<file path="src/rtl/tick_generator.sv">
// Multi-channel programmable tick generator: each channel divides clk by its own
// divisor, emitting a one-cycle tick and a square wave; divisors load via a 2-state config port.
module tick_generator #(
  parameter int unsigned     BOARD_CLOCK_FREQUENCY_IN_HZ = 100_000_000,
  parameter int unsigned     NUM_CHANNELS                = 4,
  parameter int unsigned     DIV_WIDTH                   = 32,
  parameter longint unsigned DEFAULT_DIVISOR             = BOARD_CLOCK_FREQUENCY_IN_HZ,
  localparam int unsigned    CH_W = (NUM_CHANNELS > 1) ? $clog2(NUM_CHANNELS) : 1
) (
  input  logic                    clk,
  input  logic                    rst,
  input  logic [NUM_CHANNELS-1:0] enable,
  input  logic [NUM_CHANNELS-1:0] clear,
  input  logic                    cfg_valid,
  output logic                    cfg_ready,
  input  logic [CH_W-1:0]         cfg_channel,
  input  logic [DIV_WIDTH-1:0]    cfg_divisor,
  output logic                    cfg_err,
  output logic [NUM_CHANNELS-1:0] tick,
  output logic [NUM_CHANNELS-1:0] clk_out
);

  localparam logic [DIV_WIDTH-1:0] DEF_DIV = DIV_WIDTH'(DEFAULT_DIVISOR);

  // Reject illegal configurations at elaboration time.
  if (NUM_CHANNELS < 1 || NUM_CHANNELS > 16) begin : g_bad_channels
    $error("tick_generator: NUM_CHANNELS must be in 1..16");
  end
  if (DEFAULT_DIVISOR == 0 || (DEFAULT_DIVISOR >> DIV_WIDTH) != 0) begin : g_bad_default
    $error("tick_generator: DEFAULT_DIVISOR must be nonzero and fit DIV_WIDTH");
  end

  typedef enum logic {IDLE, APPLY} state_t;

  typedef struct packed {
    logic [CH_W-1:0]      channel;
    logic [DIV_WIDTH-1:0] divisor;
  } cfg_req_t;

  state_t   state;
  cfg_req_t req;
  logic     ch_ok;
  logic     req_ok;

  // Channel indices beyond NUM_CHANNELS only exist when it is not a power of two.
  if ((1 << CH_W) == NUM_CHANNELS) begin : g_ch_full
    assign ch_ok = 1'b1;
  end else begin : g_ch_part
    assign ch_ok = (32'(req.channel) < NUM_CHANNELS);
  end

  assign req_ok = ch_ok && (req.divisor != '0);

  // Config FSM: accept in IDLE, apply (or reject) on the following edge.
  always_ff @(posedge clk or negedge rst) begin
    if (!rst) begin
      state     <= IDLE;
      req       <= '0;
      cfg_ready <= 1'b1;
      cfg_err   <= 1'b0;
    end else begin
      cfg_err <= 1'b0;
      case (state)
        IDLE: begin
          if (cfg_valid) begin
            req.channel <= cfg_channel;
            req.divisor <= cfg_divisor;
            state       <= APPLY;
            cfg_ready   <= 1'b0;
          end
        end
        APPLY: begin
          state     <= IDLE;
          cfg_ready <= 1'b1;
          cfg_err   <= !req_ok;
        end
      endcase
    end
  end

  for (genvar g = 0; g < NUM_CHANNELS; g++) begin : g_ch
    logic [DIV_WIDTH-1:0] div_q;
    logic [DIV_WIDTH-1:0] cnt_q;
    logic [DIV_WIDTH-1:0] cnt_inc;
    logic                 wrap;
    logic                 load;
    logic                 tick_q;
    logic                 clk_q;

    assign load    = (state == APPLY) && req_ok && (req.channel == CH_W'(g));
    assign wrap    = (cnt_q >= div_q - DIV_WIDTH'(1));
    assign cnt_inc = wrap ? '0 : cnt_q + DIV_WIDTH'(1);

    // A divisor load beats clear, which beats enable.
    always_ff @(posedge clk or negedge rst) begin
      if (!rst) begin
        div_q  <= DEF_DIV;
        cnt_q  <= '0;
        tick_q <= 1'b0;
        clk_q  <= 1'b0;
      end else if (load) begin
        div_q  <= req.divisor;
        cnt_q  <= '0;
        tick_q <= 1'b0;
        clk_q  <= 1'b0;
      end else if (clear[g]) begin
        cnt_q  <= '0;
        tick_q <= 1'b0;
        clk_q  <= 1'b0;
      end else if (enable[g]) begin
        cnt_q  <= cnt_inc;
        tick_q <= wrap;
        clk_q  <= (cnt_inc >= (div_q >> 1));
      end else begin
        tick_q <= 1'b0;
      end
    end

    assign tick[g]    = tick_q;
    assign clk_out[g] = clk_q;
  end

endmodule

</file>
<file path="config.mk">
export PLATFORM = sky130hd
export DESIGN_NAME = tick_generator
export DESIGN_NICKNAME = d
export VERILOG_FILES = /design/src/rtl/tick_generator.sv
export SDC_FILE = /design/constraint.sdc
export NUM_CORES = 1
export LEC_CHECK = 0
export ABC_AREA = 1
export BUFFER_PORTS_ARGS = -buffer_cell sky130_fd_sc_hd__buf_2
export CORE_UTILIZATION = 50
export CTS_BUF_LIST = sky130_fd_sc_hd__clkbuf_4
export DETAILED_ROUTE_END_ITERATION = 10
export PLACE_DENSITY = 0.71
export SLEW_MARGIN = 10
export SYNTH_ARGS = -nofsm -noshare
export SYNTH_HDL_FRONTEND = slang
export SYNTH_SLANG_ARGS = --single-unit
</file>
<file path="constraint.sdc">
create_clock -name clk -period 5.2 [get_ports clk]
set_input_delay 0 -clock clk [delete_from_list [all_inputs] [get_ports clk]]
set_output_delay 0 -clock clk [all_outputs]
set_load 0.01 [all_outputs]
</file>
After elaboration in Yosys (flattened, before gate mapping)

Cells that the tools add are included.

Bits of input ports: 45
Flip-flop bits (word level): 301
Word-level logic and storage cells: 100

Reduce and logical (&&, ||, !) cells: 13
$lt $le $gt $ge: 8
Bitwise gates (word level): 1
Equal/unequal tests: 4
Multiplexer cells: 45
Add/sub/neg operators: 8

Operators by type and width:

| operator                                            | count |
|---|---|
| two-way mux 32 bit                                  | 16 |
| adder 32 x 1 -> 32 bit, second input constant       | 4 |
| greater-or-equal comparator 32 x 31 -> 1 bit        | 4 |
| greater-or-equal comparator 32 bit                  | 4 |
| subtractor 32 x 1 -> 32 bit, second input constant  | 4 |
| nonzero test 32 bit                                 | 1 |
| two-way mux 1 bit                                   | 27 |
| nonzero test 3 bit                                  | 4 |
| logical AND 1 bit                                   | 5 |
| equality test 2 bit, second input constant          | 2 |
| case mux 1 bit (2 select lines)                     | 2 |
| equality test 2 x 1 -> 1 bit, second input constant | 1 |
| logical NOT 2 bit                                   | 1 |
| != test 2 bit, second input constant                | 1 |
| AND reduction 2 bit                                 | 1 |
| logical NOT 1 bit                                   | 1 |
| NOT 1 bit                                           | 1 |

Longest topological paths before layout

Gate-level depths: netlist (run 1).

Depth in word-level cells: 7
Gate-level depth with buffers: 48
Depth with buffers taken out: 47

Worst setup path before layout (run 1)

Ideal clock, no wire load.

Path kind: register to register
Start: reg g_ch[2].div_q[0]
End: reg g_ch[2].clk_q
Data required time: 5.084 ns
Slack: 0.410 ns
Data arrival time: 4.673 ns
Path buffers: 1
Cell stages (with the launch flop): 42
Path through: dfrtp_1 inv_1 ha_1 nand2_1 nor3_1 nand3_1 nor2_1 inv_1 nor2_2 nand2_1 nor2_1 nand4_1 xor2_1 ha_1 nand2_1 or4_1 o21a_1 a21boi_0 [6 not listed] nor2_1 nand2_1 nand2_1 nand2_1 nand2_1 nand2_1 nand2_1 nand2_1 nand2_1 nand2_1 nand2_1 nand2_1 nand2_1 nand2_1 nand2_1 nand2_1 nand2_1 nand2_1

Longest elaborated chain between the ends: 7

Ends and longest elaborated chain:

| item                                         | line | RTL |
|---|---|---|
| from (decl)                                  | 82   | `logic [DIV_WIDTH-1:0] div_q;` |
| from (signal assigned)                       | 102  | `div_q <= req.divisor;` |
| subtractor 32 x 1 -> 32 bit                  | 91   | `assign wrap = (cnt_q >= div_q - DIV_WIDTH'(1));` |
| greater-or-equal comparator 32 bit           | 91   |  |
| two-way mux 32 bit                           | 92   | `assign cnt_inc = wrap ? '0 : cnt_q + DIV_WIDTH'(1);` |
| greater-or-equal comparator 32 x 31 -> 1 bit | 113  | `clk_q <= (cnt_inc >= (div_q >> 1));` |
| two-way mux 1 bit                            | 110  | `end else if (enable[g]) begin` |
| two-way mux 1 bit                            | 106  | `end else if (clear[g]) begin` |
| two-way mux 1 bit                            | 101  | `end else if (load) begin` |
| to (signal assigned)                         | 113  |  |
| to (decl)                                    | 88   | `logic clk_q;` |

No other way between the ends. The select of a mux whose other input is x is not followed.
A chain may end at the register's enable or synchronous reset.

Final worst setup path (run 1)

Start: reg g_ch[0].div_q[0]
End: reg g_ch[0].clk_q

Longest elaborated chain between the ends: 7

Ends and longest elaborated chain:

| item                                         | line |
|---|---|
| from (decl)                                  | 82 |
| from (signal assigned)                       | 102 |
| subtractor 32 x 1 -> 32 bit                  | 91 |
| greater-or-equal comparator 32 bit           | 91 |
| two-way mux 32 bit                           | 92 |
| greater-or-equal comparator 32 x 31 -> 1 bit | 113 |
| two-way mux 1 bit                            | 110 |
| two-way mux 1 bit                            | 106 |
| two-way mux 1 bit                            | 101 |
| to (signal assigned)                         | 113 |
| to (decl)                                    | 88 |

No other way between the ends. The select of a mux whose other input is x is not followed.

==> results of run 1 <==
==> critical path: cells and delay by family, from the launching register on <==
family	cells	cell delay (ns)
xor gates and xnor gates	1	0.09
and+or+nand+nor	27	2.87
AOI/OAI and AO/OA	1	0.16
buffers and inverters	7	1.01
adders and majority gates	2	0.49
DFF	1	0.40
==> timing repair <==
action / in CTS / in global routing
hold buffers: 99 / 0
buffers inserted: 0 / 41
gates resized for setup: 0 / 160
setup endpoints to repair: 0 / 4
hold endpoints to repair: 431 / 0
==> Yosys cell counts, types with 7 or more instances <==
cell      number  area, um^2
or2_1         10       62.56
o21ai_0      228        1141
nand3b_1      10       75.07
nand3_2        9       90.09
ha_1         260        3253
o21ai_1       14       70.07
clkbuf_1      47       176.4
buf_4          8       60.06
nor3_1       106       530.5
nor2_1       187       701.9
o21a_1         7       52.55
xnor2_1        9       78.83
nand3_1      133       665.6
inv_1        608        2282
o22ai_1      108       675.7
a211oi_1       9       67.56
dfstp_2       49        1287
xor2_1       153        1340
a21oi_1      112       560.5
nor4_1        25       156.4
nor3_2        13       130.1
nand2_1      629        2361
dfrtp_1      252        6306
or2_2         33       206.5
nor2_4         8       90.09
buf_1          8       30.03
nand2_2       11       68.82
nor2_2        24       150.1
nand4_1       77       481.7
buf_2         14       70.07
inv_2          9       33.78
==> layout make-up <==
cell class,instances,area (um^2)
well taps,607,759.5
clock buffers,104,780.7
diodes,1,2.502
multi-input cells,2205,13970
repair inverters,1,7.507
inverters,619,2330
flip-flops and latches,301,7596
clock inverters,46,317.8
repair buffers,263,2190
fillers,4120,18600
==> layer usage <==
metal / track usage, % / vias up / share of wire (%)
li1: - / 11040 / -
met4: 12.45 / 0 / 3.9
met5: 0 / - / 0
met1: 39.78 / 9948 / 48
met2: 39.57 / 649 / 42
met3: 3.645 / 156 / 5.5
==> placed cells by master (no fill, tap or decap), types with 11 or more instances in the layout <==
master         instances
nand4_1               77
or2_2                 33
xor2_1               153
nand3_2               18
nor4_1                23
nand2_1              606
a21oi_2               11
buf_4                 98
clkinv_1              29
dlygate4sd3_1         98
nand2_2               29
ha_4                  17
clkbuf_4             104
buf_2                 53
nor2_1               176
a21oi_1              101
o21ai_0              226
nor2_2                29
nand3_1              117
nor3_2                16
clkinv_2              11
o22ai_1              108
o21ai_1               16
dfrtp_1              250
inv_1                591
dfstp_2               49
nor2_4                14
nor3_1                98
ha_1                 241
inv_2                 27
==> worst max path at each step <==
stage,to,startpoint,cells after the start
floorplan,g_ch[2].clk_q$_DFFE_PN0P_,g_ch[2].div_q[0]$_DFFE_PN0P_,41
global placement,g_ch[2].clk_q$_DFFE_PN0P_,g_ch[2].div_q[0]$_DFFE_PN0P_,36
detailed placement,g_ch[2].clk_q$_DFFE_PN0P_,g_ch[2].div_q[0]$_DFFE_PN0P_,36
CTS,g_ch[2].clk_q$_DFFE_PN0P_,g_ch[2].div_q[0]$_DFFE_PN0P_,36
global route,g_ch[0].clk_q$_DFFE_PN0P_,g_ch[0].div_q[0]$_DFFE_PN0P_,44
finish,g_ch[0].clk_q$_DFFE_PN0P_,g_ch[0].div_q[0]$_DFFE_PN0P_,38
==> registers in the layout (all words and copies together) (netlist names) <==
name,count
g_ch.cnt_q,128
cfg_err,1
g_ch.div_q,128
g_ch.tick_q,4
req,34
state,1
g_ch.clk_q,4
cfg_ready,1
==> logic make-up (layout without fill, tap and decap cells) <==
logic type	after synthesis	after routing	synth area share, %
AO/OA/AOI/OAI	494	494	11.41
XOR/XNOR	162	162	6.022
adder cells (fa/ha/maj)	260	260	13.81
buffers and inverters	696	1033	11.29
flip-flops	301	301	32.23
other	0	1	0
AND/OR/NAND/NOR	1289	1289	25.24
==> where the power goes <==
group / switching (W) / total, W / internal [W]
Clock: 0.00113 / 0.00233 / 0.00120
Combinational: 0.00219 / 0.00360 / 0.00140
Sequential: 0.000446 / 0.00328 / 0.00283
Total: 0.00377 / 0.00921 / 0.00544
==> per-stage QoR <==
| step | std cells | setup slack, ns | utilization, % | total power [W] |
|---|---|---|---|---|
| 3_5_place_dp | 3853 | 0.06087 | 53.27 | 0.006470 |
| 4_1_cts | 4102 | 0.03185 | 57.79 | 0.008906 |
| 2_1_floorplan | 3202 | 0.4105 | - | 0.005565 |
| 3_3_place_gp | 3853 | 0.1476 | 53.27 | 0.006401 |
| 5_1_grt | 4147 | -0.3789 | 60.05 | 0.009976 |
| 6_report | 4147 | 0.04874 | 60.05 | 0.009209 |
==> flow_summary.ini, run 1 <==
[die]
fp.dieH_um = 219.1
design.die.area_mm2 = 0.04800
row_count = 79
core_area_mm2 = 0.04656
start_util_pct = 50.61
die_w_um = 219.1
ios = 55

[setup_path]
critPathKind = register to register
cp_common_cell = nand2_1
reg2reg_slack_ns = 0.05
critical_path.max_fanout = 7
r2r_end = g_ch[0].clk_q$_DFFE_PN0P_
cp_data_arrival_time_ns = 5.85
rr_worst_depth = 38
cp_slowest_stage_delay_ns = 0.40
critPathSlowestCell = dfrtp_1
cp-start-kind = register
required_ns = 5.89
crit_path_end_kind = register
rr_startpoint = g_ch[0].div_q[0]$_DFFE_PN0P_

[clock_network]
cts_tree = built
clock-sinks = 301
clkLatencyLatePin_ns = 0.82
cts_inserted_buffers = 82
cts_max_level = 3
clk_pin_slew_ns = 0.08
cts_root_buffer = clkbuf_4
clock_path_buffers = 3

[route]
first_iter_violations = 1619
wl_mm = 64.93
drc_errors = 0
dr.pass1.iters = 5
ant_nets = 0
wl_per_cell_um = 15.66
avgViaCountPerCell = 5.255
vias = 21790

[timing]
hold_violations = 0
rsz0062_at_grt = yes
tns_ns = 0
fmax_ghz = 0.1941
skew_ns = 0.05081
setup_viol = 0
tightest_slew_ns = 1.025
holdWs_ns = 0.3411
finalCritPeriodShare_pct = 99.06
relSlewSlack_pct = 31.59
maxSlewViolCount = 0
finalCriticalPeriod_ns = 5.151

[yosys]
ys_types = 47
synth-seq-cells = 301
netlist_area_mm2 = 0.02356
syn-num-nets = 3507
ys.flop_type = dfrtp_1
synth_cells = 3202
synth-edff-count = 0
synth_warnings = 0
synthArstFlopShare_pct = 100.0
syn-mean-instance-area_um2 = 7.359
yosysSeqAreaShare_pct = 32.23

[grt]
grt_overflow = 0
grt_pass1_vias = 20630
grt_pass1_wl_mm = 104.3
grt_max_degree = 152
antenna_found_initial = 1
grt_use_total_pct = 27.18

[place]
hpwl_mm = 45.95
port_buffers = 54
place.gp.congestion = 0.9134
dpl-instance-area_mm2 = 0.02480

[min_path]
hold_end = g_ch[2].cnt_q[27]$_DFFE_PN0P_
hold_depth = 5
worstHoldStart = enable[2]
hold_class = input pin to register

[power]
vdd_drop_max_mv = 0.2240
cellLeakagePower_nw = 14.20
p_per_area_mw_per_mm2 = 329.4

[cells_and_area]
final_cell_area_mm2 = 0.02796
drive_above_1_share_pct = 16.05
area_growth_pct = 18.64
fin_nets = 3778

[flow_run]
cap_violations = 0

[outcome]
status = finished clean
Note: power is estimated with default switching activity, not from simulation.
==> run 2: changes to the inputs <==
CORE_UTILIZATION = 56   (was 50)
PLACE_DENSITY = 0.78   (was 0.71)
==> flow_summary.ini, run 2 (synthesis results as in run 1) <==
[clock_network]
clk_pin_slew_ns = 0.06
cts_inserted_buffers = 87
cts_max_level = 3
cts_tree = built
cts_root_buffer = clkbuf_4
clkLatencyLatePin_ns = 0.86
clock-sinks = 301
clock_path_buffers = 3

[setup_path]
cp_common_cell = nand2_1
crit_path_end_kind = register
cp-startpoint = g_ch[2].div_q[0]$_DFFE_PN0P_
cp-start-kind = register
required_ns = 5.96
critPathKind = register to register
crit_cells = 40
crit_end = g_ch[2].clk_q$_DFFE_PN0P_
cp_slowest_stage_delay_ns = 0.55
cp_data_arrival_time_ns = 5.92
reg2reg_slack_ns = 0.04
path_buf_inv = 8
critPathSlowestCell = or4_4
r2r_end = g_ch[2].clk_q$_DFFE_PN0P_
rr_worst_depth = 40
cp_top_family = simple AND/OR/NAND/NOR gates
rr_startpoint = g_ch[2].div_q[0]$_DFFE_PN0P_
critical_path.max_fanout = 3

[cells_and_area]
postLayoutCoreUtil_pct = 69.26
layout_commonest_cell = nand2_1
final_cell_area_mm2 = 0.02854
drive_above_1_share_pct = 17.29
area_growth_pct = 21.11
nFillCells = 3130
fin_nets = 3824
multi_input_area_mm2 = 0.01420
top_regs = g_ch.cnt_q x128, g_ch.div_q x128, req x34
layout_common_cells = nand2_1 (602), inv_1 (586), dfrtp_1 (248), ha_1 (234), o21ai_0 (227)
final-seq-area_mm2 = 0.007599

[die]
die_w_um = 207.1
start_util_pct = 57.19
ios = 55
fp.dieH_um = 207.1
core_area_mm2 = 0.04120
row_count = 74
design.die.area_mm2 = 0.04290

[route]
first_iter_violations = 1925
vias = 23180
wl_mm = 71.21
drc_errors = 0
wl_per_cell_um = 17.29
ant_nets = 0
avgViaCountPerCell = 5.629
dr.pass1.iters = 8

[timing]
setup_slack_ns = 0.03747
holdWs_ns = 0.3223
tightest_slew_ns = 1.039
skew_ns = 0.05206
rsz0062_at_grt = yes
setup_viol = 0
hold_violations = 0
fmax_ghz = 0.1937
relSlewSlack_pct = 30.47
tns_ns = 0
finalCriticalPeriod_ns = 5.163
maxSlewViolCount = 0
finalCritPeriodShare_pct = 99.28

[grt]
use_met3_pct = 5.049
grt_overflow = 0
top_usage_layer = met2
grt_pass1_vias = 21850
grt_pass1_wl_mm = 111.1
antenna_found_initial = 1
grt_max_degree = 130
grt_util_met2_pct = 47.23
grt_use_met1_pct = 45.25
grt_use_total_pct = 31.93

[flow_run]
cap_violations = 0

[min_path]
hold_class = input pin to register

[place]
place.gp.congestion = 0.9640
place_worst_setup_slack_ns = -0.03804
port_buffers = 54
hpwl_mm = 48.43
dpl-instance-area_mm2 = 0.02468

[power]
vdd_drop_max_mv = 0.1955
cellLeakagePower_nw = 14.43
p_per_area_mw_per_mm2 = 334.8

[outcome]
status = finished clean
run 2: cell count changes in the layout (fill, tap and decap cells not counted), sizes merged:
cell,before,now
bufinv,5,4
inv,619,620
buf,165,179
clkbuf,104,115
dlygate4sd3,98,124
clkinv,40,35
run 2: worst min path at each step:
stage / start / slack (ns) / cells past startpoint / end
2_1_floorplan: rst / -0.30 / 0 / cfg_err$_DFF_PN0_
3_3_place_gp: rst / 0.14 / 1 / g_ch[3].cnt_q[4]$_DFFE_PN0P_
3_5_place_dp: rst / 0.15 / 1 / g_ch[3].cnt_q[4]$_DFFE_PN0P_
4_1_cts: enable[0] / 0.28 / 6 / g_ch[0].cnt_q[1]$_DFFE_PN0P_
5_1_grt: clear[0] / 0.35 / 6 / g_ch[0].cnt_q[1]$_DFFE_PN0P_
6_report: enable[0] / 0.32 / 6 / g_ch[0].cnt_q[2]$_DFFE_PN0P_
run 2: per-stage QoR:
stage / total power [W] / instances
floorplan: 0.005565 / 3202
global placement: 0.006327 / 3773
detailed placement: 0.006513 / 3773
CTS: 0.008977 / 4054
global route: 0.01022 / 4118
finish: 0.009553 / 4118
run 2: repair_timing:
item,CTS,global route
buffers inserted,1,63
endpoints found under the setup margin,2,4
resized for setup,4,207
gates cloned,0,3
pin swaps,0,110
endpoints found under the hold margin,358,0
hold buffers,125,0
run 2: layout make-up:
class | instances | area share (%)
diodes | 1 | 0.008769
multi-input cells | 2205 | 49.76
inverters | 619 | 8.155
clock buffers | 113 | 2.973
flip-flops and latches | 301 | 26.63
clock inverters | 42 | 0.9646
well taps | 532 | 2.333
repair buffers | 305 | 9.181
run 2: per-layer routing:
layer / up-vias / wire length (um)
met5: - / 0
met4: 0 / 3097
met3: 198 / 5442
met2: 1075 / 31200
met1: 10780 / 31460
li1: 11130 / -
run 2: where the power goes:
| part | total (W) | leakage [nW] | switching, W | internal [W] |
|---|---|---|---|---|
| Sequential | 0.00331 | 3.87 | 0.000474 | 0.00284 |
| Clock | 0.00236 | 0.656 | 0.00115 | 0.00122 |
| Combinational | 0.00388 | 9.91 | 0.00237 | 0.00151 |
| Total | 0.00955 | 14.4 | 0.00399 | 0.00556 |
run 2: worst min-delay path, stage by stage:
cell and delay [ns]:
dlygate4sd3_1 0.52, buf_2 0.10, inv_1 0.03, nand3_1 0.06, buf_4 0.30, o22ai_1 0.11
